<file path="config.mk">
export PLATFORM = sky130hd
export DESIGN_NAME = mips_multicycle_ctrl_flat
export DESIGN_NICKNAME = d
export VERILOG_FILES = /design/src/rtl/mips_pkg.sv /design/src/rtl/mips_multicycle_ctrl_if.sv /design/src/rtl/mips_ctrl_decode.sv /design/src/rtl/mips_multicycle_ctrl.sv /design/src/flat_wrapper.sv
export SDC_FILE = /design/constraint.sdc
export NUM_CORES = 1
export LEC_CHECK = 0
export ABC_AREA = 1
export BUFFER_PORTS_ARGS = -buffer_cell sky130_fd_sc_hd__buf_4
export CAP_MARGIN = 10
export CELL_PAD_IN_SITES_DETAIL_PLACEMENT = 2
export CELL_PAD_IN_SITES_GLOBAL_PLACEMENT = 2
export CORE_ASPECT_RATIO = 0.6
export CORE_UTILIZATION = 16
export DETAILED_ROUTE_END_ITERATION = 6
export GPL_TIMING_DRIVEN = 0
export MAX_ROUTING_LAYER = met4
export PLACE_DENSITY = 0.71
export RECOVER_POWER = 25
export SLEW_MARGIN = 20
export SYNTH_ARGS = -nofsm -noshare
export SYNTH_HDL_FRONTEND = slang
export SYNTH_SLANG_ARGS = --single-unit
</file>
<file path="constraint.sdc">
create_clock -name clk -period 1.1 [get_ports clk]
set_clock_uncertainty 0.05 [all_clocks]
set_input_delay 0.165 -clock clk [delete_from_list [all_inputs] [get_ports clk]]
set_output_delay 0.165 -clock clk [all_outputs]
set_load 0.02 [all_outputs]
</file>
<file path="src/rtl/mips_pkg.sv">
// Shared definitions for the multicycle MIPS controller: opcodes, FSM state codes, mux selects.
// Latency: n/a (types and constants only).
// Backpressure: n/a.
package mips_pkg;

    // Opcodes the controller understands (instr[31:26])
    localparam logic [5:0] OP_RTYPE = 6'h00;
    localparam logic [5:0] OP_LW    = 6'h23;
    localparam logic [5:0] OP_SW    = 6'h2B;
    localparam logic [5:0] OP_BEQ   = 6'h04;
    localparam logic [5:0] OP_ADDI  = 6'h08;
    localparam logic [5:0] OP_J     = 6'h02;

    // Encodings are visible on state_o, so they are fixed rather than left to the tool
    typedef enum logic [3:0] {
        S_FETCH  = 4'd0,
        S_DECODE = 4'd1,
        S_MEMADR = 4'd2,
        S_MEMRD  = 4'd3,
        S_MEMWB  = 4'd4,
        S_MEMWR  = 4'd5,
        S_EXEC   = 4'd6,
        S_ALUWB  = 4'd7,
        S_BRANCH = 4'd8,
        S_ADDIEX = 4'd9,
        S_ADDIWB = 4'd10,
        S_JUMP   = 4'd11
    } state_t;

    // ALU B operand select
    localparam logic [1:0] SRCB_B      = 2'b00;
    localparam logic [1:0] SRCB_FOUR   = 2'b01;
    localparam logic [1:0] SRCB_IMM    = 2'b10;
    localparam logic [1:0] SRCB_IMM_SH = 2'b11;

    // ALU operation select
    localparam logic [1:0] ALU_ADD   = 2'b00;
    localparam logic [1:0] ALU_SUB   = 2'b01;
    localparam logic [1:0] ALU_FUNCT = 2'b10;

    // Next-PC source select
    localparam logic [1:0] PC_ALU    = 2'b00;
    localparam logic [1:0] PC_ALUOUT = 2'b01;
    localparam logic [1:0] PC_JUMP   = 2'b10;

    // Control word produced by the state decoder
    typedef struct packed {
        logic       i_or_d;
        logic       mem_read;
        logic       mem_write;
        logic       ir_write;
        logic       reg_dst;
        logic       mem_to_reg;
        logic       reg_write;
        logic       alu_src_a;
        logic [1:0] alu_src_b;
        logic [1:0] alu_op;
        logic [1:0] pc_src;
        logic       branch;
        logic       pc_write;
        logic       instr_done;
    } ctrl_t;

    function automatic logic op_supported(input logic [5:0] op);
        return (op == OP_RTYPE) || (op == OP_LW) || (op == OP_SW) ||
               (op == OP_BEQ) || (op == OP_ADDI) || (op == OP_J);
    endfunction

endpackage

</file>
<file path="src/rtl/mips_multicycle_ctrl_if.sv">
// Controller <-> datapath bundle: decoded instruction fields and memory status in, control word out.
// Latency: n/a (wires only).
// Backpressure: mem_ready from memory stalls the controller in its memory states.
interface mips_multicycle_ctrl_if #(
    parameter int OPCODE_W = 6
);
    logic [OPCODE_W-1:0] opcode;
    logic                zero;
    logic                mem_ready;
    logic                i_or_d;
    logic                mem_read;
    logic                mem_write;
    logic                ir_write;
    logic                reg_dst;
    logic                mem_to_reg;
    logic                reg_write;
    logic                alu_src_a;
    logic [1:0]          alu_src_b;
    logic [1:0]          alu_op;
    logic [1:0]          pc_src;
    logic                branch;
    logic                pc_en;
    logic                instr_done;
    logic                illegal_op;
    logic [3:0]          state_o;

    // Controller side
    modport master (
        input  opcode, zero, mem_ready,
        output i_or_d, mem_read, mem_write, ir_write, reg_dst, mem_to_reg, reg_write,
               alu_src_a, alu_src_b, alu_op, pc_src, branch, pc_en, instr_done,
               illegal_op, state_o
    );

    // Datapath / memory side
    modport slave (
        output opcode, zero, mem_ready,
        input  i_or_d, mem_read, mem_write, ir_write, reg_dst, mem_to_reg, reg_write,
               alu_src_a, alu_src_b, alu_op, pc_src, branch, pc_en, instr_done,
               illegal_op, state_o
    );
endinterface

</file>
<file path="src/rtl/mips_ctrl_decode.sv">
// Moore decode of FSM state into the datapath control word.
// Latency: combinational, zero cycles.
// Backpressure: mem_ready only gates the FETCH loads and the MEMWR completion pulse.
module mips_ctrl_decode
    import mips_pkg::*;
(
    input  state_t state,
    input  logic   mem_ready,
    output ctrl_t  ctrl
);

    // One control word per state; unused state codes fall through to all-zero
    always_comb begin
        ctrl = '0;
        case (state)
            S_FETCH: begin
                ctrl.mem_read  = 1'b1;
                ctrl.alu_src_b = SRCB_FOUR;
                ctrl.ir_write  = mem_ready;
                ctrl.pc_write  = mem_ready;
            end
            S_DECODE: begin
                ctrl.alu_src_b = SRCB_IMM_SH;
            end
            S_MEMADR, S_ADDIEX: begin
                ctrl.alu_src_a = 1'b1;
                ctrl.alu_src_b = SRCB_IMM;
            end
            S_MEMRD: begin
                ctrl.i_or_d   = 1'b1;
                ctrl.mem_read = 1'b1;
            end
            S_MEMWB: begin
                ctrl.mem_to_reg = 1'b1;
                ctrl.reg_write  = 1'b1;
                ctrl.instr_done = 1'b1;
            end
            S_MEMWR: begin
                ctrl.i_or_d     = 1'b1;
                ctrl.mem_write  = 1'b1;
                ctrl.instr_done = mem_ready;
            end
            S_EXEC: begin
                ctrl.alu_src_a = 1'b1;
                ctrl.alu_op    = ALU_FUNCT;
            end
            S_ALUWB: begin
                ctrl.reg_dst    = 1'b1;
                ctrl.reg_write  = 1'b1;
                ctrl.instr_done = 1'b1;
            end
            S_BRANCH: begin
                ctrl.alu_src_a  = 1'b1;
                ctrl.alu_op     = ALU_SUB;
                ctrl.pc_src     = PC_ALUOUT;
                ctrl.branch     = 1'b1;
                ctrl.instr_done = 1'b1;
            end
            S_ADDIWB: begin
                ctrl.reg_write  = 1'b1;
                ctrl.instr_done = 1'b1;
            end
            S_JUMP: begin
                ctrl.pc_src     = PC_JUMP;
                ctrl.pc_write   = 1'b1;
                ctrl.instr_done = 1'b1;
            end
            default: ctrl = '0;
        endcase
    end

endmodule

</file>
<file path="src/rtl/mips_multicycle_ctrl.sv">
// Main control FSM of the multicycle MIPS: fetch, decode, execute, memory, writeback.
// Latency: lw 5, sw/R-type/addi 4, beq/j 3 cycles; +1 per mem_ready=0 cycle in a memory state.
// Backpressure: FETCH, MEMRD and MEMWR hold with requests stable until mem_ready.
module mips_multicycle_ctrl
    import mips_pkg::*;
#(
    parameter bit MEM_WAIT = 1'b1,
    parameter int OPCODE_W = 6
) (
    input logic                    clk,
    input logic                    rst,
    mips_multicycle_ctrl_if.master bus
);

    state_t              state;
    state_t              state_nxt;
    ctrl_t               ctrl;
    logic                rdy;
    logic [OPCODE_W-1:0] op;
    logic                illegal;

    // With single-cycle memory the handshake is tied off
    assign rdy = MEM_WAIT ? bus.mem_ready : 1'b1;
    assign op  = bus.opcode;

    mips_ctrl_decode u_decode (
        .state     (state),
        .mem_ready (rdy),
        .ctrl      (ctrl)
    );

    // State register; reset abandons whatever instruction is in flight
    always_ff @(posedge clk) begin
        if (rst) begin
            state <= S_FETCH;
        end else begin
            state <= state_nxt;
        end
    end

    // Next-state sequencing; opcode comes from IR, so it is still valid after DECODE
    always_comb begin
        state_nxt = S_FETCH;
        case (state)
            S_FETCH:  state_nxt = rdy ? S_DECODE : S_FETCH;
            S_DECODE: begin
                case (op)
                    OPCODE_W'(OP_RTYPE):             state_nxt = S_EXEC;
                    OPCODE_W'(OP_LW), OPCODE_W'(OP_SW): state_nxt = S_MEMADR;
                    OPCODE_W'(OP_BEQ):               state_nxt = S_BRANCH;
                    OPCODE_W'(OP_ADDI):              state_nxt = S_ADDIEX;
                    OPCODE_W'(OP_J):                 state_nxt = S_JUMP;
                    default:                         state_nxt = S_FETCH;
                endcase
            end
            S_MEMADR: state_nxt = (op == OPCODE_W'(OP_LW)) ? S_MEMRD : S_MEMWR;
            S_MEMRD:  state_nxt = rdy ? S_MEMWB : S_MEMRD;
            S_MEMWR:  state_nxt = rdy ? S_FETCH : S_MEMWR;
            S_EXEC:   state_nxt = S_ALUWB;
            S_ADDIEX: state_nxt = S_ADDIWB;
            default:  state_nxt = S_FETCH;
        endcase
    end

    assign illegal = (state == S_DECODE) && !op_supported(6'(op));

    // Plain selects pass straight through; anything that commits state is held off during reset
    assign bus.i_or_d     = ctrl.i_or_d;
    assign bus.mem_read   = ctrl.mem_read;
    assign bus.reg_dst    = ctrl.reg_dst;
    assign bus.mem_to_reg = ctrl.mem_to_reg;
    assign bus.alu_src_a  = ctrl.alu_src_a;
    assign bus.alu_src_b  = ctrl.alu_src_b;
    assign bus.alu_op     = ctrl.alu_op;
    assign bus.pc_src     = ctrl.pc_src;
    assign bus.branch     = ctrl.branch;
    assign bus.mem_write  = ctrl.mem_write & ~rst;
    assign bus.ir_write   = ctrl.ir_write & ~rst;
    assign bus.reg_write  = ctrl.reg_write & ~rst;
    assign bus.instr_done = ctrl.instr_done & ~rst;
    assign bus.pc_en      = (ctrl.pc_write | (ctrl.branch & bus.zero)) & ~rst;
    assign bus.illegal_op = illegal & ~rst;
    assign bus.state_o    = state;

endmodule

</file>
<file path="src/flat_wrapper.sv">
// flat-port wrapper written by rule: the top's interface ports become plain ports
module mips_multicycle_ctrl_flat import mips_pkg::*;
#(
    parameter bit MEM_WAIT = 1'b1,
    parameter int OPCODE_W = 6
)
  (clk, rst, bus_opcode, bus_zero, bus_mem_ready, bus_i_or_d, bus_mem_read, bus_mem_write, bus_ir_write, bus_reg_dst, bus_mem_to_reg, bus_reg_write, bus_alu_src_a, bus_alu_src_b, bus_alu_op, bus_pc_src, bus_branch, bus_pc_en, bus_instr_done, bus_illegal_op, bus_state_o);
  mips_multicycle_ctrl_if #(.OPCODE_W(OPCODE_W)) bus_i ();
  input logic clk;
  input logic rst;
  input wire logic [$bits(bus_i.opcode)-1:0] bus_opcode;
  input wire logic [$bits(bus_i.zero)-1:0] bus_zero;
  input wire logic [$bits(bus_i.mem_ready)-1:0] bus_mem_ready;
  output wire logic [$bits(bus_i.i_or_d)-1:0] bus_i_or_d;
  output wire logic [$bits(bus_i.mem_read)-1:0] bus_mem_read;
  output wire logic [$bits(bus_i.mem_write)-1:0] bus_mem_write;
  output wire logic [$bits(bus_i.ir_write)-1:0] bus_ir_write;
  output wire logic [$bits(bus_i.reg_dst)-1:0] bus_reg_dst;
  output wire logic [$bits(bus_i.mem_to_reg)-1:0] bus_mem_to_reg;
  output wire logic [$bits(bus_i.reg_write)-1:0] bus_reg_write;
  output wire logic [$bits(bus_i.alu_src_a)-1:0] bus_alu_src_a;
  output wire logic [$bits(bus_i.alu_src_b)-1:0] bus_alu_src_b;
  output wire logic [$bits(bus_i.alu_op)-1:0] bus_alu_op;
  output wire logic [$bits(bus_i.pc_src)-1:0] bus_pc_src;
  output wire logic [$bits(bus_i.branch)-1:0] bus_branch;
  output wire logic [$bits(bus_i.pc_en)-1:0] bus_pc_en;
  output wire logic [$bits(bus_i.instr_done)-1:0] bus_instr_done;
  output wire logic [$bits(bus_i.illegal_op)-1:0] bus_illegal_op;
  output wire logic [$bits(bus_i.state_o)-1:0] bus_state_o;
  assign bus_i.opcode = bus_opcode;
  assign bus_i.zero = bus_zero;
  assign bus_i.mem_ready = bus_mem_ready;
  assign bus_i_or_d = bus_i.i_or_d;
  assign bus_mem_read = bus_i.mem_read;
  assign bus_mem_write = bus_i.mem_write;
  assign bus_ir_write = bus_i.ir_write;
  assign bus_reg_dst = bus_i.reg_dst;
  assign bus_mem_to_reg = bus_i.mem_to_reg;
  assign bus_reg_write = bus_i.reg_write;
  assign bus_alu_src_a = bus_i.alu_src_a;
  assign bus_alu_src_b = bus_i.alu_src_b;
  assign bus_alu_op = bus_i.alu_op;
  assign bus_pc_src = bus_i.pc_src;
  assign bus_branch = bus_i.branch;
  assign bus_pc_en = bus_i.pc_en;
  assign bus_instr_done = bus_i.instr_done;
  assign bus_illegal_op = bus_i.illegal_op;
  assign bus_state_o = bus_i.state_o;
  mips_multicycle_ctrl #(.MEM_WAIT(MEM_WAIT), .OPCODE_W(OPCODE_W)) u_core (.clk(clk), .rst(rst), .bus(bus_i));
endmodule
</file>
### Word level (Yosys, flattened, before mapping)

Index checks and enable logic that the tools add are counted.

| storage, ports and cells | value |
|---|---|
| input port bits | 10 |
| bits in registers | 4 |
| logic and storage cells | 62 |
| output and inout port bits | 22 |

| operators by class | value |
|---|---|
| bitwise logic cells | 9 |
| equal/unequal tests | 16 |
| reductions and logical operators | 16 |
| muxes and demuxes | 20 |

Operator list:

| kind | number |
|---|---|
| one-hot mux 4 bit (7 select lines) | 1 |
| one-hot mux 4 bit (5 select lines) | 1 |
| equality test 4 x 3 -> 1 bit, second input constant | 4 |
| equality test 4 bit, second input constant | 4 |
| equality test 6 bit, second input constant | 2 |
| two-way mux 1 bit | 10 |
| two-way mux 3 bit | 3 |
| equality test 4 x 2 -> 1 bit, second input constant | 2 |
| one-hot mux 2 bit (2 select lines) | 2 |
| OR reduction 2 bit | 4 |
| AND 1 bit | 7 |
| equality test 6 x 2 -> 1 bit, second input constant | 1 |
| equality test 6 x 3 -> 1 bit, second input constant | 1 |
| equality test 6 x 4 -> 1 bit, second input constant | 1 |
| zero test 6 bit | 1 |
| one-hot mux 2 bit (3 select lines) | 1 |
| logical OR 1 bit | 5 |
| OR reduction 5 bit | 1 |
| equality test 4 x 1 -> 1 bit, second input constant | 1 |
| zero test 4 bit | 1 |
| one-hot mux 1 bit (2 select lines) | 2 |
| OR reduction 4 bit | 1 |
| OR reduction 3 bit | 1 |
| logical AND 1 bit | 1 |
| other kinds (3) | 3 |

### Logic depth before layout (Yosys ltp)

Gate-level depths: netlist (run 1).

| depth | value |
|---|---|
| depth in word-level cells | 9 |
| mapped depth | 7 |
| depth with buffers taken out | 7 |

### By module

Synthesis (run 1) repeated with hierarchy kept, for this count alone.

| unflattened totals | value |
|---|---|
| cells, all modules | 124 |
| area total of the unflattened synthesis | 631.9 sq um |

By module, submodules not included:

| module | instances | area an instance (sq um) | cells an instance | seq. area each (sq um) |
|---|---|---|---|---|
| mips_multicycle_ctrl | 1 | 437.9 | 83 | 80.1 |
| mips_ctrl_decode | 1 | 193.9 | 41 | 0.0 |

### Worst setup path after synthesis (run 1)

No wires, ideal clock.

| timing path | value |
|---|---|
| kind | register to output |
| from | register u_core.state[3] (netlist: u_core.bus.state_o[3]) |
| to | output port bus_pc_en |
| path buffers | 0 |
| arrival | 1633 ps |
| setup slack | -748 ps |
| stages on the path, launching flop included | 7 |
| data required time | 885 ps |
| cell sequence | dfxtp_1 > inv_1 > nor2_4 > inv_1 > nor2_1 > nand2_1 > a31oi_1 |

| between the ends | value |
|---|---|
| cells in the longest elaborated chain, start to end | 5 |
| elaborated cells between the ends (all ways) | 8 |
| those cells by class | eq/ne (2); mux (2); bitwise (3); reduce/logical (1) |

Ends and longest elaborated chain:

| element | line | source |
|---|---|---|
| from (decl) | mips_multicycle_ctrl.sv:15 | `state_t state;` |
| from (signal assigned) | mips_multicycle_ctrl.sv:37 | `state <= state_nxt;` |
| equality test 4 bit | mips_ctrl_decode.sv:15 | `case (state)` |
| two-way mux 1 bit | mips_ctrl_decode.sv:15 |  |
| named net bus_branch | flat_wrapper.sv:25 | `output wire logic [$bits(bus_i.branch)-1:0] bus_branch;` |
| AND 1 bit | mips_multicycle_ctrl.sv:81 | `assign bus.pc_en = (ctrl.pc_write \| (ctrl.branch & bus.zero)) & ~rst;` |
| bitwise OR 1 bit | mips_multicycle_ctrl.sv:81 |  |
| AND 1 bit | mips_multicycle_ctrl.sv:81 |  |
| to (decl) | flat_wrapper.sv:26 | `output wire logic [$bits(bus_i.pc_en)-1:0] bus_pc_en;` |

The timed path passes the listed nets, and every way through them passes these cells.

### Final worst setup path (run 1)

| timing path | value |
|---|---|
| from | register u_core.state[0] (netlist: u_core.bus.state_o[0]) |
| to | output port bus_instr_done |

| between the ends | value |
|---|---|
| cells in the longest elaborated chain, start to end | 4 |
| elaborated cells between the ends (all ways) | 9 |
| those cells by class | eq/ne (6); mux (1); bitwise (1); reduce/logical (1) |

Ends and longest elaborated chain:

| element | line | source |
|---|---|---|
| equality test 4 bit or equality test 4 x 3 -> 1 bit (tied branches) | mips_ctrl_decode.sv:15 |  |
| OR reduction 5 bit (no source line) | - |  |
| one-hot mux 1 bit (2 select lines) (*) | mips_ctrl_decode.sv:15 |  |
| AND 1 bit (*) | mips_multicycle_ctrl.sv:80 | `assign bus.instr_done = ctrl.instr_done & ~rst;` |
| to (decl) | flat_wrapper.sv:27 | `output wire logic [$bits(bus_i.instr_done)-1:0] bus_instr_done;` |

Mark *: on every way between the ends. The rest lies on a longest branch, timed or not.

==> results.json, run 1 <==
{
  "status": "finished, violations left",
  "violations": "setup timing",
  "row_count": 15,
  "wl_per_cell_um": 23.1,
  "core_um2": 2970,
  "synth_area_leader_cell": "nor2_1",
  "crit_top_cell": "nor2_4",
  "first_pass_iters": 4,
  "wirelength_um": 4630,
  "htreeDepth": 1,
  "drc": 0,
  "die-area_um2": 3440,
  "cp_data_required_time_ns": 0.88,
  "hold_class": "input port to flop",
  "cp_cell_sequence": "nor2_4, inv_4, nor2_4, nor2_4, a31oi_4, buf_6",
  "io_pins": 32,
  "antenna_left": 0,
  "setup_violations": 24,
  "die_y_um": 45.9,
  "antenna_found_initial": 0,
  "finalHoldViolations": 0,
  "instances_no_fill": 200,
  "via_count": 925,
  "cts_made_buffers": 3,
  "vias_per_cell": 4.63,
  "synth-compound-area-share_pct": 9.76,
  "slew-limit-headroom_pct": 44.2,
  "path_buf_inv": 2,
  "synth-simple-area-share_pct": 57.8,
  "synthMuxAreaShare_pct": 0,
  "syn_area_per_cell_um2": 5.08,
  "yosysUniqueCellTypes": 16,
  "clkSlewWorstSetupHoldPaths_ns": 0.04,
  "synth-xor-area-share_pct": 0,
  "overflow": 0,
  "grt_util_met3_pct": 11.5,
  "clock_latency_ns": 0.23,
  "end_kind": "output port",
  "diodes": 0,
  "grtUsageTotal_pct": 25.5,
  "drive_gt1_share_pct": 73.4,
  "maxSlewViolCount": 0,
  "initial_core_util_pct": 17.3,
  "use_met2_pct": 40.0,
  "die_x_um": 75.1,
  "dp_slack_ns": -0.390,
  "critPathLaunchType": "flop",
  "cts.sinks": 4,
  "rsz0062_at_grt": "true",
  "grt.busiest_layer": "met2",
  "grt_pass1_wl_um": 5770,
  "vdd_drop_max_mv": 0.256,
  "largest_reg_flops": 4,
  "finalCriticalPeriod_ns": 1.61,
  "syn2layout_area_growth_pct": 189,
  "total_power_mw": 0.782,
  "worst_pin_slew_ns": 0.837,
  "met1_usage_pct": 29.4,
  "synth_nets": 111,
  "powerDensity_nw_per_um2": 528,
  "cp_max_fo": 6,
  "place.gp.congestion": 0.735,
  "synth-seq-cells": 4,
  "max_stage_delay_ns": 0.39,
  "yosysSeqAreaShare_pct": 15.6,
  "fin_nets": 170,
  "dp_hpwl_um": 2190,
  "synth-adder-area-share_pct": 0,
  "syn_inst": 101,
  "synthesis.area_um2": 513,
  "yosysWarnings": 0,
  "fin_crit_sh_pct": 146,
  "cts_buffer_depth": 2,
  "cp_top_family": "flip-flops",
  "synth_area_leaders": "nor2_1 (19%), dfxtp_1 (16%), nand3_1 (16%)",
  "crit_path_top_delay_cell": "dfxtp_4",
  "max_freq_ghz": 0.623,
  "cts_tree": "built",
  "grt_max_degree": 10,
  "maxCapViolCount": 0,
  "cts-root-buf": "clkbuf_8",
  "dp_cells": 173,
  "critical_path_class": "flop to output port",
  "fillCellCount": 348,
  "ctsHoldBuffers": 0,
  "p_leak_nw": 0.739,
  "synth_top_family_by_area": "simple AND/OR/NAND/NOR gates",
  "critPathArrivalTime_ns": 1.39,
  "yosysTopAreaCellShare_pct": 19.0,
  "numPortBuffers": 30,
  "drtIter0Drc": 32,
  "grt_pass1_vias": 1011,
  "setup_slack_ns": -0.506
}
==> worst min-delay path, stage by stage <==
cell and delay [ns]:
buf_4 0.14, nand3_2 0.08, nand3_2 0.08, nor2_2 0.04
nor2_1 0.08
==> through the flow <==
stage / hold slack [ns] / setup TNS, ns / instance area [um^2] / util (%)
4_1_cts: 0.347 / -6.78 / 1280 / 43.2
5_1_grt: 0.374 / -9.50 / 1480 / 50.0
3_3_place_gp: 0.546 / -2.55 / 941 / 31.7
3_5_place_dp: 0.558 / -3.26 / 941 / 31.7
2_1_floorplan: 0.379 / -1.09 / 663 / -
6_report: 0.360 / -8.67 / 1480 / 50.0
==> worst paths after layout <==
check / from / endpoint / slack [ns] / depth (start not counted)
hold / removal: bus_mem_ready / u_core.bus.state_o[2] / 0.36 / 5
setup reg to reg: u_core.bus.state_o[3] / u_core.bus.state_o[1] / -0.39 / 8
hold reg to reg: u_core.bus.state_o[1] / u_core.bus.state_o[3] / 0.76 / 3
setup / recovery: u_core.bus.state_o[0] / bus_instr_done / -0.51 / 6
==> layer usage <==
layer	vias up	wire (um)
met5	-	0
met2	24	2380
met4	0	21
li1	430	-
met1	469	2060
met3	2	162
==> cells by family (layout without fill, tap and decap cells) <==
| family | count (synthesis) | count (layout) |
|---|---|---|
| and+or+nand+nor | 66 | 66 |
| DFF | 4 | 4 |
| buffers and inverters | 22 | 79 |
| AOI/OAI and AO/OA | 9 | 9 |
==> final cells by class <==
class | instances | area [um^2] | area share, %
multi-input combinational | 75 | 642 | 43.3
timing repair buffer | 54 | 543 | 36.6
inverter | 20 | 97.6 | 6.58
sequential | 4 | 95.1 | 6.41
tap | 42 | 52.6 | 3.54
clock buffer | 3 | 41.3 | 2.78
buffer | 2 | 11.3 | 0.759
==> where the power goes <==
part           switching, mW  internal, mW
Clock                 0.0932         0.235
Sequential            0.0130         0.142
Combinational          0.169         0.130
==> cell usage in the layout, fill, tap and decap left out, types with 5 or more instances in the layout <==
cell      n
nand2_4   5
buf_4    20
nor2_1   12
buf_6    32
nand2_2   5
inv_1     9
nand3_1  10
inv_4     5
nand2_1   7
nor2_4   16
==> Yosys cell counts (all sizes together) <==
master	number
nand2	18
nand4	1
o21ai	2
nor3	1
inv	20
nand2b	1
nor2	29
a21oi	4
dfxtp	4
nand3	16
buf	2
o31ai	1
a31oi	2
==> timing repair <==
action	4_1_cts	5_1_grt
setup buffers	15	9
gates resized for setup	49	32
endpoints found under the setup margin	22	24
pin swaps	14	20
No activity file was read; power rests on OpenSTA's default activity.
==> run 2: changes to the inputs <==
--- a/config.mk
+++ b/config.mk
@@ -7,3 +7,3 @@
 export LEC_CHECK = 0
-export ABC_AREA = 1
+export ABC_AREA = 0
 export BUFFER_PORTS_ARGS = -buffer_cell sky130_fd_sc_hd__buf_4
@@ -13,3 +13,3 @@
 export CORE_ASPECT_RATIO = 0.6
-export CORE_UTILIZATION = 16
+export CORE_UTILIZATION = 19
 export DETAILED_ROUTE_END_ITERATION = 6
--- a/constraint.sdc
+++ b/constraint.sdc
@@ -4,2 +4,2 @@
 set_output_delay 0.165 -clock clk [all_outputs]
-set_load 0.02 [all_outputs]
+set_load 0.005 [all_outputs]
==> results.json, run 2 <==
{
  "end_kind": "output port",
  "fin_nets": 140,
  "yosysTopAreaCellShare_pct": 13.9,
  "cts-root-buf": "clkbuf_8",
  "synth_area_leaders": "dfxtp_1 (14%), nor2_1 (7.2%), a21oi_1 (7.0%)",
  "yosysUniqueCellTypes": 35,
  "slew-limit-headroom_pct": 68.3,
  "via_count": 831,
  "grtUsageTotal_pct": 18.9,
  "cp_max_fo": 4,
  "synth_nets": 93,
  "rsz0062_at_grt": "true",
  "largest_reg_flops": 4,
  "maxSlewViolCount": 0,
  "clkSlewWorstSetupHoldPaths_ns": 0.03,
  "drive_gt1_share_pct": 64.1,
  "row_count": 15,
  "synth_edf_count": 0,
  "syn2layout_area_growth_pct": 105,
  "synth.most_common_cell": "nor2_1",
  "cp_data_required_time_ns": 0.88,
  "final_cell_mix": "buf_4 (40), buf_6 (10), nor2_1 (8), a21oi_1 (5), nor2b_1 (4)",
  "synth-seq-cells": 4,
  "wl_per_cell_um": 16.8,
  "fin_crit_sh_pct": 145,
  "synth_common_cells": "nor2_1 (11), a21oi_1 (8), buf_2 (7)",
  "syn_area_per_cell_um2": 6.93,
  "place.gp.congestion": 0.698,
  "cts_tree": "built",
  "die_x_um": 73.1,
  "core_um2": 2870,
  "setup_slack_ns": -0.490,
  "p_leak_nw": 0.478,
  "grt_pass1_wl_um": 4260,
  "drc": 0,
  "first_pass_iters": 2,
  "fillCellCount": 338,
  "htreeDepth": 1,
  "grt_max_degree": 11,
  "synthesis.area_um2": 576,
  "powerDensity_nw_per_um2": 599,
  "instances_no_fill": 170,
  "numPortBuffers": 31,
  "die_y_um": 44.6,
  "cts_made_buffers": 3,
  "drtIter0Drc": 36,
  "syn_inst": 83,
  "setup_violations": 22,
  "hold_class": "input port to flop",
  "ys.flop_type": "dfxtp_1",
  "post-route-util_pct": 41.1,
  "status": "finished, violations left",
  "diodes": 0,
  "finalHoldViolations": 0,
  "cts.sinks": 4,
  "critPathArrivalTime_ns": 1.38,
  "total_power_mw": 0.708,
  "async_flop_share_pct": 0,
  "fin_hold_ws_ns": 0.198,
  "vdd_drop_max_mv": 0.275,
  "initial_core_util_pct": 20.0,
  "yosysSeqAreaShare_pct": 13.9,
  "die-area_um2": 3260,
  "synth_area_leader_cell": "dfxtp_1",
  "grt_pass1_vias": 805,
  "maxCapViolCount": 0,
  "mostFrequentLayoutCell": "buf_4",
  "antenna_found_initial": 0,
  "io_pins": 32,
  "overflow": 0,
  "finalCriticalPeriod_ns": 1.59,
  "dp_cells": 156,
  "yosysWarnings": 0,
  "worst_pin_slew_ns": 0.474,
  "critPathLaunchType": "flop",
  "critical_path_class": "flop to output port",
  "violations": "setup timing",
  "max_freq_ghz": 0.629,
  "clock_latency_ns": 0.22,
  "dp_hpwl_um": 1880,
  "cts_buffer_depth": 2,
  "wirelength_um": 2850,
  "ctsHoldBuffers": 0,
  "dp_slack_ns": -0.416,
  "antenna_left": 0,
  "vias_per_cell": 4.89
}
==> run 2: cell count changes after synthesis, sizes merged, moves of 5 or more <==
cell,before,now
buf,2,8
inv,20,2
nand2,18,3
nand3,16,2
nor2,29,11
nor3,1,6
==> run 2: where the power goes <==
group / leakage [nW] / total [mW] / internal, mW / switching [mW]
logic: 0.422 / 0.239 / 0.121 / 0.119
registers: 0.0349 / 0.150 / 0.145 / 0.00429
clock network: 0.0216 / 0.319 / 0.234 / 0.0847
==> run 2: layout make-up <==
class                   instances  area, um^2  share of cell area [%]
plain buffers                   5        52.6                    4.45
clock buffers                   3        41.3                    3.50
flip-flops and latches          4        90.1                    7.63
well taps                      42        52.6                    4.45
repair buffers                 45         360                    30.5
multi-input cells              69         574                    48.6
inverters                       2        10.0                   0.847
==> run 2: worst paths after layout <==
check,cells past startpoint,slack [ns],start,to
worst min-delay path,2,0.20,rst,u_core.bus.state_o[3]
worst max-delay path,4,-0.49,u_core.bus.state_o[0],bus_instr_done
worst min register to register,2,0.56,u_core.bus.state_o[3],u_core.bus.state_o[3]
worst max register to register,8,-0.38,u_core.bus.state_o[0],u_core.bus.state_o[0]
==> run 2: repair_timing <==
action,CTS,global route
setup buffers,12,2
resized for setup,19,10
pin swaps,10,4
setup endpoints to repair,21,23
==> run 2: kinds of logic after synthesis <==
logic type | count (synthesis) | synth area share [%]
buffers and inverters | 10 | 8.70
XOR/XNOR | 3 | 4.57
AO/OA/AOI/OAI | 25 | 31.5
AND/OR/NAND/NOR | 39 | 37.8
flip-flops | 4 | 13.9
multiplexers | 2 | 3.48
==> run 2: routing by layer <==
metal	GRT usage (%)	vias to the layer above	share of wire (%)
met3	3.42	4	2.9
met5	-	-	0
li1	-	399	-
met2	27.4	18	45
met4	4.71	0	0.81
met1	26.8	410	51
==> run 2: metrics by stage <==
step                      TNS [ns]  cell area [um^2]
final                        -7.19              1180
after global routing         -8.51              1180
after CTS                    -7.05              1110
after detailed placement     -4.48               943
after global placement       -4.08               943
after floorplan              -1.41               658
==> run 2: worst max-delay path: stages, from the launching register on <==
cell and delay, ns:
dfxtp_2 0.34, nand2b_1 0.19, nand2_2 0.10, a2111oi_4 0.36
buf_4 0.17
==> run 3: changes to the inputs <==
SKIP_LAST_GASP = 1   (was default)
==> results.json, run 3 (synthesis results as in run 2) <==
{
  "drc": 0,
  "syn2layout_area_growth_pct": 99.3,
  "multi_input_area_um2": 552,
  "mostFrequentLayoutCell": "buf_4",
  "via_count": 823,
  "row_count": 15,
  "wirelength_um": 2800,
  "fin_crit_sh_pct": 143,
  "grtUsageTotal_pct": 19.0,
  "finalCriticalPeriod_ns": 1.58,
  "hp-start": "rst",
  "io_pins": 32,
  "powerDensity_nw_per_um2": 609,
  "cts-root-buf": "clkbuf_8",
  "maxCapViolCount": 0,
  "p_leak_nw": 0.478,
  "slew-limit-headroom_pct": 72.2,
  "end_kind": "output port",
  "drive_gt1_share_pct": 63.8,
  "first_pass_iters": 4,
  "final_cell_mix": "buf_4 (40), buf_6 (9), nor2_1 (8), a21oi_1 (5)",
  "diodes": 0,
  "grt_max_degree": 11,
  "clock_latency_ns": 0.22,
  "critPathLaunchType": "flop",
  "htreeDepth": 1,
  "hold_class": "input port to flop",
  "status": "finished, violations left",
  "clkSlewWorstSetupHoldPaths_ns": 0.03,
  "placed_area_um2": 943,
  "die_x_um": 73.1,
  "setup_tns_ns": -7.09,
  "instances_no_fill": 169,
  "finalHoldViolations": 0,
  "fin_hold_ws_ns": 0.175,
  "violations": "setup timing",
  "setup_slack_ns": -0.477,
  "vdd_drop_max_mv": 0.278,
  "cts.sinks": 4,
  "cts_tree": "built",
  "wl_per_cell_um": 16.6,
  "drtIter0Drc": 12,
  "maxSlewViolCount": 0,
  "overflow": 0,
  "finalInstanceArea_um2": 1150,
  "dp_hpwl_um": 1880,
  "ff_latch_area_um2": 90.1,
  "cp_max_fo": 4,
  "max_freq_ghz": 0.634,
  "worst_pin_slew_ns": 0.413,
  "rsz0062_at_grt": "true",
  "die_y_um": 44.6,
  "grt_pass1_wl_um": 4280,
  "cts_made_buffers": 3,
  "core_um2": 2870,
  "vias_per_cell": 4.87,
  "place.gp.congestion": 0.698,
  "largest_reg_flops": 4,
  "critical_path_class": "flop to output port",
  "setup_violations": 22,
  "initial_core_util_pct": 20.0,
  "antenna_found_initial": 0,
  "numPortBuffers": 31,
  "dp_cells": 156,
  "total_power_mw": 0.698,
  "fillCellCount": 344,
  "crit_start": "u_core.bus.state_o[0]",
  "regToRegStartpoint": "u_core.bus.state_o[3]",
  "antenna_left": 0,
  "critPathArrivalTime_ns": 1.36,
  "die-area_um2": 3260,
  "cp_data_required_time_ns": 0.88,
  "cts_buffer_depth": 2,
  "grt_pass1_vias": 809,
  "fin_nets": 139
}
==> run 3: layer usage <==
metal  wire [um]  vias to the layer above  global-route usage [%]
met2        1250                       21                    27.8
met4          26                        0                    4.71
met1        1430                      401                    26.8
met3          96                        5                    3.42
met5           0                        -                       -
li1            -                      396                       -
==> run 3: worst max-delay path: stages, from the launching register on <==
cell and delay (ns):
dfxtp_2 0.34, nand2b_1 0.18, nand2_2 0.09, a2111oi_4 0.35
buf_4 0.17
==> run 3: cell type report <==
class                           instances  share of cell area [%]
Timing Repair Buffer                   44                    30.4
Sequential cell                         4                    7.85
Clock buffer                            3                    3.60
Tap cell                               42                    4.58
Inverter                                2                   0.872
Multi-Input combinational cell         69                    48.1
Buffer                                  5                    4.58
==> run 3: through the flow <==
stage                     util (%)  setup WS [ns]
after floorplan                  -         -0.264
after global routing          40.0         -0.531
after global placement        32.9         -0.405
after CTS                     38.5         -0.467
after detailed placement      32.9         -0.416
final                         40.0         -0.477
==> run 3: timing repair <==
item	CTS	global route
gates resized for setup	18	7
pin swaps	10	4
cloned	0	0
hold buffers	0	0
buffers inserted	12	1
endpoints found under the setup margin	21	24
==> run 3: worst paths after layout <==
check	endpoint	slack (ns)	depth (start not counted)
min reg2reg	u_core.bus.state_o[3]	0.54	2
min	u_core.bus.state_o[3]	0.17	2
max reg2reg	u_core.bus.state_o[0]	-0.34	5
max	bus_instr_done	-0.48	4
==> run 3: power breakdown <==
part	total, mW	internal, mW	leakage, nW	switching [mW]
combinational	0.228	0.116	0.422	0.112
clock	0.321	0.234	0.0216	0.0863
sequential	0.150	0.145	0.0349	0.00433
